**src/rtl/spi_cmd_pkg.sv**
```systemverilog
// Shared opcodes, FSM states and helpers for the SPI command decoder.
// Imported by the decoder top and its testbench-facing parameters.
package spi_cmd_pkg;

    localparam logic [7:0] OP_NOP       = 8'h00;
    localparam logic [7:0] OP_SET_DIGIT = 8'h10;
    localparam logic [7:0] OP_SET_ALL   = 8'h20;
    localparam logic [7:0] OP_SET_COLON = 8'h30;
    localparam logic [7:0] OP_READ      = 8'h40;

    localparam logic [7:0] ACK_DEFAULT = 8'hA5;
    localparam logic [7:0] NAK_DEFAULT = 8'h5A;

    typedef enum logic [1:0] {
        ST_IDLE  = 2'd0,
        ST_ARG1  = 2'd1,
        ST_ARG2  = 2'd2,
        ST_RD_HI = 2'd3
    } state_e;

    function automatic logic is_bcd(input logic [3:0] nibble);
        return nibble <= 4'd9;
    endfunction

endpackage

```
**src/rtl/byte_strobe.sv**
```systemverilog
// Rising-edge detector for a level-valid source.
// Emits one pulse per low-to-high transition of the level.
module byte_strobe (
    input  logic clk,
    input  logic reset_n,
    input  logic level,
    output logic pulse
);

    logic rx_q;
    logic rx_d;

    // Previous level follows the input every cycle.
    always_comb begin
        rx_d = level;
    end

    // Previous-level register, cleared on reset.
    always_ff @(posedge clk) begin
        if (!reset_n) begin
            rx_q <= 1'b0;
        end else begin
            rx_q <= rx_d;
        end
    end

    assign pulse = level & ~rx_q;

endmodule

```
**src/rtl/spi_cmd_decoder.sv**
```systemverilog
// Decodes framed SPI commands into 7-seg digits/colon and a reply byte.
// One reply strobe per received byte keeps the SPI stream byte-aligned.
module spi_cmd_decoder
    import spi_cmd_pkg::*;
#(
    parameter int         TIMEOUT_CYCLES = 32000,
    parameter logic [7:0] ACK_BYTE       = ACK_DEFAULT,
    parameter logic [7:0] NAK_BYTE       = NAK_DEFAULT
) (
    input  logic       clk,
    input  logic       reset_n,
    input  logic       rx_ready,
    input  logic [7:0] rx_byte,
    output logic [7:0] tx,
    output logic       tx_ready,
    output logic [3:0] digit0,
    output logic [3:0] digit1,
    output logic [3:0] digit2,
    output logic [3:0] digit3,
    output logic [1:0] colon,
    output logic       frame_err
);

    localparam int TW = $clog2(TIMEOUT_CYCLES + 1);
    localparam logic [TW-1:0] T_LAST = TW'(TIMEOUT_CYCLES - 1);

    logic strb;

    state_e      state_q, state_d;
    logic [TW-1:0] timer_q, timer_d;
    logic [7:0]  op_q, op_d;
    logic [7:0]  arg1_q, arg1_d;
    logic [15:0] digits_q, digits_d;
    logic [1:0]  colon_q, colon_d;
    logic [7:0]  tx_q, tx_d;
    logic        tx_ready_q, tx_ready_d;
    logic        frame_err_q, frame_err_d;

    logic is_nop;
    logic is_arg_op;
    logic is_read;
    logic all_bcd;

    byte_strobe u_strobe (
        .clk     (clk),
        .reset_n (reset_n),
        .level   (rx_ready),
        .pulse   (strb)
    );

    assign is_nop    = (rx_byte == OP_NOP);
    assign is_read   = (rx_byte == OP_READ);
    assign is_arg_op = (rx_byte[7:2] == OP_SET_DIGIT[7:2])
                     | (rx_byte == OP_SET_ALL)
                     | (rx_byte == OP_SET_COLON);
    assign all_bcd   = is_bcd(arg1_q[7:4]) & is_bcd(arg1_q[3:0])
                     & is_bcd(rx_byte[7:4]) & is_bcd(rx_byte[3:0]);

    // Next-state, datapath updates and reply generation.
    always_comb begin
        state_d     = state_q;
        timer_d     = timer_q;
        op_d        = op_q;
        arg1_d      = arg1_q;
        digits_d    = digits_q;
        colon_d     = colon_q;
        tx_d        = tx_q;
        tx_ready_d  = 1'b0;
        frame_err_d = 1'b0;

        if (strb) begin
            timer_d    = '0;
            tx_ready_d = 1'b1;
            unique case (state_q)
                ST_IDLE: begin
                    unique case (1'b1)
                        is_nop: begin
                            tx_d = ACK_BYTE;
                        end
                        is_arg_op: begin
                            op_d    = rx_byte;
                            state_d = ST_ARG1;
                            tx_d    = ACK_BYTE;
                        end
                        is_read: begin
                            state_d = ST_RD_HI;
                            tx_d    = digits_q[7:0];
                        end
                        default: begin
                            tx_d        = NAK_BYTE;
                            frame_err_d = 1'b1;
                        end
                    endcase
                end
                ST_ARG1: begin
                    state_d = ST_IDLE;
                    unique case (1'b1)
                        (op_q == OP_SET_ALL): begin
                            arg1_d  = rx_byte;
                            state_d = ST_ARG2;
                            tx_d    = ACK_BYTE;
                        end
                        (op_q == OP_SET_COLON): begin
                            colon_d = rx_byte[1:0];
                            tx_d    = ACK_BYTE;
                        end
                        default: begin
                            if (is_bcd(rx_byte[3:0])) begin
                                digits_d[{op_q[1:0], 2'b00} +: 4] = rx_byte[3:0];
                                tx_d = ACK_BYTE;
                            end else begin
                                tx_d        = NAK_BYTE;
                                frame_err_d = 1'b1;
                            end
                        end
                    endcase
                end
                ST_ARG2: begin
                    state_d = ST_IDLE;
                    if (all_bcd) begin
                        digits_d = {arg1_q, rx_byte};
                        tx_d     = ACK_BYTE;
                    end else begin
                        tx_d        = NAK_BYTE;
                        frame_err_d = 1'b1;
                    end
                end
                ST_RD_HI: begin
                    state_d = ST_IDLE;
                    tx_d    = digits_q[15:8];
                end
                default: begin
                    state_d = ST_IDLE;
                end
            endcase
        end else if (state_q != ST_IDLE) begin
            if (timer_q == T_LAST) begin
                state_d     = ST_IDLE;
                timer_d     = '0;
                frame_err_d = 1'b1;
            end else begin
                timer_d = timer_q + TW'(1);
            end
        end
    end

    // State and output registers with synchronous reset.
    always_ff @(posedge clk) begin
        if (!reset_n) begin
            state_q     <= ST_IDLE;
            timer_q     <= '0;
            op_q        <= 8'h00;
            arg1_q      <= 8'h00;
            digits_q    <= 16'h0000;
            colon_q     <= 2'b11;
            tx_q        <= 8'h00;
            tx_ready_q  <= 1'b0;
            frame_err_q <= 1'b0;
        end else begin
            state_q     <= state_d;
            timer_q     <= timer_d;
            op_q        <= op_d;
            arg1_q      <= arg1_d;
            digits_q    <= digits_d;
            colon_q     <= colon_d;
            tx_q        <= tx_d;
            tx_ready_q  <= tx_ready_d;
            frame_err_q <= frame_err_d;
        end
    end

    assign tx        = tx_q;
    assign tx_ready  = tx_ready_q;
    assign frame_err = frame_err_q;
    assign digit0    = digits_q[3:0];
    assign digit1    = digits_q[7:4];
    assign digit2    = digits_q[11:8];
    assign digit3    = digits_q[15:12];
    assign colon     = colon_q;

endmodule

```
**config.mk**
```make
export PLATFORM = sky130hd
export DESIGN_NAME = spi_cmd_decoder
export DESIGN_NICKNAME = d
export VERILOG_FILES = /design/src/rtl/spi_cmd_pkg.sv /design/src/rtl/byte_strobe.sv /design/src/rtl/spi_cmd_decoder.sv
export SDC_FILE = /design/constraint.sdc
export NUM_CORES = 1
export LEC_CHECK = 0
export BUFFER_PORTS_ARGS = -buffer_cell sky130_fd_sc_hd__buf_2
export CORE_AREA = 2 2 122 94
export DETAILED_ROUTE_END_ITERATION = 10
export DIE_AREA = 0 0 124 96
export GPL_ROUTABILITY_DRIVEN = 0
export SLEW_MARGIN = 10
export SYNTH_ARGS = -nofsm -noshare
export SYNTH_HDL_FRONTEND = slang
export SYNTH_SLANG_ARGS = --single-unit
```
**constraint.sdc**
```tcl
create_clock -name clk -period 2 [get_ports clk]
set_input_delay 0.2 -clock clk [delete_from_list [all_inputs] [get_ports clk]]
set_output_delay 0.2 -clock clk [all_outputs]
set_load 0.01 [all_outputs]
```
==> results.tsv <==
stage	metric	value	unit
synthesis	synth_warnings	0	
synthesis	ys_async_sr_fraction	0	%
sta	fin_crit_sh	91.44	%
synthesis	ys_seq_elements	62	
hold_path	hp-class	primary input to flip-flop	
drt	wl_met3	547	um
pwr	p_per_area	749.6	nW/um^2
pwr	p_int	2.328	mW
pwr	switchingPower	0.6295	mW
setup_path	crit_type	flip-flop to flip-flop	
setup_path	reg2reg_setup_slack	0.17	ns
setup_path	cp-endpoint	frame_err	
setup_path	critPathArrivalTime	2.06	ns
drt	ant_nets	0	
drt	drc	0	
synthesis	synth_top_family_by_area	simple AND/OR/NAND/NOR gates	
synthesis	synth_xor_area_share	3.633	%
floorplanning	dieArea	11900	sq um
drt	detail_route.iter0.violations	267	
global_routing	grt_max_degree	38	
finish	nets	421	
sta	max_freq	0.5468	GHz
synthesis	yosysSeqAreaShare	39.60	%
synthesis	yosys.area_share.simple	23.95	%
pwr	combinationalPowerShare	5.2	%
cts	cts_root_buffer	clkbuf_16	
setup_path	slowest_stage	or4_1	
synthesis	syn_inst	345	
global_routing	grt_use_total	15.88	%
synthesis	synth_area	3134	sq um
setup_path	crit_path_start_kind	flip-flop	
drt	via_count	2874	
global_routing	antenna_found_initial	0	
finish	multi_input_area	1787	sq um
cts	worstSkewPairLatency	0.33	ns
floorplanning	pin_count	39	
floorplanning	rows	33	
pwr	ir_drop	376.9	uV
setup_path	cp-end-kind	flip-flop	
synthesis	synth_cell_types	56	
global_routing	grt_pass1_wl	14190	um
drt	dr_wl_met2	3490	um
sta	relSlewSlack	57.25	%
sta	post-route-min-period	1.829	ns
finish	n_fill_cell	1110	
sta	hold_violations	0	
run_status	outcome	completed	
synthesis	synthesis.nets	361	
sta	setup_ws	0.1713	ns
finish	register_area	1241	sq um
hold_path	hold_depth	2	
setup_path	crit_family	simple AND/OR/NAND/NOR gates	
cts	clk_pin_slew_worst_paths	0.05	ns
synthesis	synth-compound-area-share	21.36	%
finish	syn_to_final_growth	25.91	%
sta	setup_viol	0	
pwr	clkPwrFrac	52.3	%
setup_path	reg2regPathDepth	4	
cts	post_cts_resized	0	
sta	report.final.slew_viol_count	0	
finish	final_core_util	36.76	%
setup_path	cp.depth	4	
setup_path	cp_slowest_stage_delay	0.56	ns
drt	wl_met1	4634	um
drt	detail_route.wl_per_cell	16.04	um
drt	first_pass_iters	4	
drt	top_layer	met4	
setup_path	crit_path_max_fanout	4	
pwr	p_sw_share	21.28	%
finish	drive_above_1_share	25.61	%
sta	tns	0	ns
sta	rsz0062_at_grt	no	
finish	diodes	0	
floorplanning	die_h	96	um
synthesis	muxShareOfSynthArea	6.068	%
drt	routed_wl	8823	um
cts	clock_sinks	62	
synthesis	synth_edf_count	0	
floorplanning	die_x	124	um
sta	fin_skew	0.007847	ns
cts	post-cts-setup-buffer-count	0	
setup_path	crit_buf_inv	0	
floorplanning	core	10740	sq um
setup_path	crit_chain	or3b_1 -> or4_1 -> or3_1 -> o311ai_1	
global_routing	grt.overflow.total	0	
place	portBuffers	38	
synthesis	ys_dominant_reg_cell	dfxtp_1	
pwr	seqPwrFrac	42.5	%
flow_run	drv_cap	0	
setup_path	reg2reg_from	timer_q[8]	
global_routing	grt_pass1_vias	2650	
sta	holdWs	0.1462	ns
setup_path	regToRegEndpoint	frame_err	
cts	cts_buffer_depth	2	
cts	numCtsBuffers	9	
setup_path	crit_required	2.23	ns
cts	cts_hold_buffers	0	
cts	ctsHtreeMaxLevel	3	
drt	vias_per_cell	5.225	
cts	cts_tree	yes	
floorplanning	initial_core_util	29.20	%
place	pre_cts_slack	0.1552	ns
synthesis	synthAdderAreaFrac	1.996	%
pwr	p_leak	1.635	nW
synthesis	synth.avg_cell_area	9.085	sq um
sta	tightestPinTransition	0.6345	ns
place	dp_hpwl	6744	um
setup_path	cp-startpoint	timer_q[8]	
## flip-flops by register name (all words and copies together) (netlist names)
signal and count:
frame_err 1, tx 8, tx_ready 1, u_strobe.rx_q 1, op_q 8, timer_q 15, colon 2, arg1_q 8
digits_q 16, state_q 2
## placed cells by master (no fill, tap or decap), types with 2 or more instances in the layout
cell type  Yosys  routed
dfxtp_1       62      62
buf_2          4      38
nor2_1        32      32
nand2_1       31      31
buf_4          1      30
mux2i_1       19      19
nor2b_1       16      16
o221a_2       15      15
o2bb2ai_1     12      12
o21ai_0       11      11
xnor2_1       10      10
clkbuf_16      0       9
inv_1          7       7
and2_1         7       7
nor3_1         7       7
nor4_1         6       6
nand4_1        6       6
nand3_1        6       6
a211oi_1       6       6
o31ai_1        5       5
ha_1           5       5
nand2b_1       4       4
and3_1         4       4
a21oi_1        4       4
a221oi_1       4       4
a2111oi_0      4       4
a41oi_1        3       3
xor2_1         3       3
o31a_1         3       3
clkinv_2       0       3
nor4bb_1       2       2
o211ai_1       2       2
or4_1          2       2
nor3b_1        2       2
o2111ai_1      2       2
o221ai_1       2       2
or3_1          2       2
clkbuf_8       0       2
## power by group through the flow
| stage | clock network [mW] | logic [mW] | registers, mW |
|---|---|---|---|
| floorplan | 0 | 0.0840 | 1.29 |
| global placement | 0 | 0.150 | 1.28 |
| detailed placement | 0 | 0.151 | 1.28 |
| CTS | 1.59 | 0.151 | 1.26 |
| global route | 1.66 | 0.166 | 1.26 |
| finish | 1.55 | 0.153 | 1.26 |
## stage by stage
step | total power, mW | std cells | area [sq um]
global route | 3.080 | 550 | 3946
detailed placement | 1.434 | 534 | 3645
finish | 2.958 | 550 | 3946
global placement | 1.432 | 534 | 3645
CTS | 3.002 | 550 | 3946
floorplan | 1.370 | 345 | 3134
## Yosys cell counts, types with 3 or more instances
| cell type | count | share of area, % |
|---|---|---|
| a2111oi_0 | 4 | 1.1 |
| a211oi_1 | 6 | 1.4 |
| a21oi_1 | 4 | 0.64 |
| a221oi_1 | 4 | 1.1 |
| a41oi_1 | 3 | 0.84 |
| and2_1 | 7 | 1.4 |
| and3_1 | 4 | 0.80 |
| buf_2 | 4 | 0.64 |
| clkbuf_1 | 14 | 1.7 |
| dfxtp_1 | 62 | 40 |
| ha_1 | 5 | 2.0 |
| inv_1 | 7 | 0.84 |
| mux2i_1 | 19 | 6.1 |
| nand2_1 | 31 | 3.7 |
| nand2b_1 | 4 | 0.80 |
| nand3_1 | 6 | 0.96 |
| nand4_1 | 6 | 1.2 |
| nor2_1 | 32 | 3.8 |
| nor2b_1 | 16 | 3.2 |
| nor3_1 | 7 | 1.1 |
| nor4_1 | 6 | 1.2 |
| o21ai_0 | 11 | 1.8 |
| o221a_2 | 15 | 5.4 |
| o2bb2ai_1 | 12 | 3.4 |
| o31a_1 | 3 | 0.84 |
| o31ai_1 | 5 | 1.2 |
| xnor2_1 | 10 | 2.8 |
| xor2_1 | 3 | 0.84 |
## worst min-delay path by stage
stage,slack (ns),end,from
2_1_floorplan,0.32,u_strobe.rx_q,rx_ready
3_5_place_dp,0.44,tx[5],tx[5]
3_3_place_gp,0.44,tx[0],tx[0]
4_1_cts,0.14,u_strobe.rx_q,rx_ready
5_1_grt,0.19,u_strobe.rx_q,rx_ready
6_report,0.15,u_strobe.rx_q,rx_ready
## kinds of logic after synthesis
family	count (synthesis)
muxes	19
adders and majority gates	5
xor gates and xnor gates	13
AOI/OAI and AO/OA	81
buffers and inverters	26
and+or+nand+nor	139
DFF	62
## routing by layer
layer	global-route usage, %	vias to the layer above
met3	4.739	9
met1	23.46	1371
met2	21.34	73
met4	5.899	0
met5	0	-
li1	-	1421
## final cells by class
type	instances	share of cell area, %
clock buffer	12	6.500
sequential	62	31.45
tap	140	4.439
inverter	7	0.6658
multi-input combinational	257	45.28
timing repair buffer	68	10.53
clock inverter	4	1.141
Power figures use the tool's default switching activity.
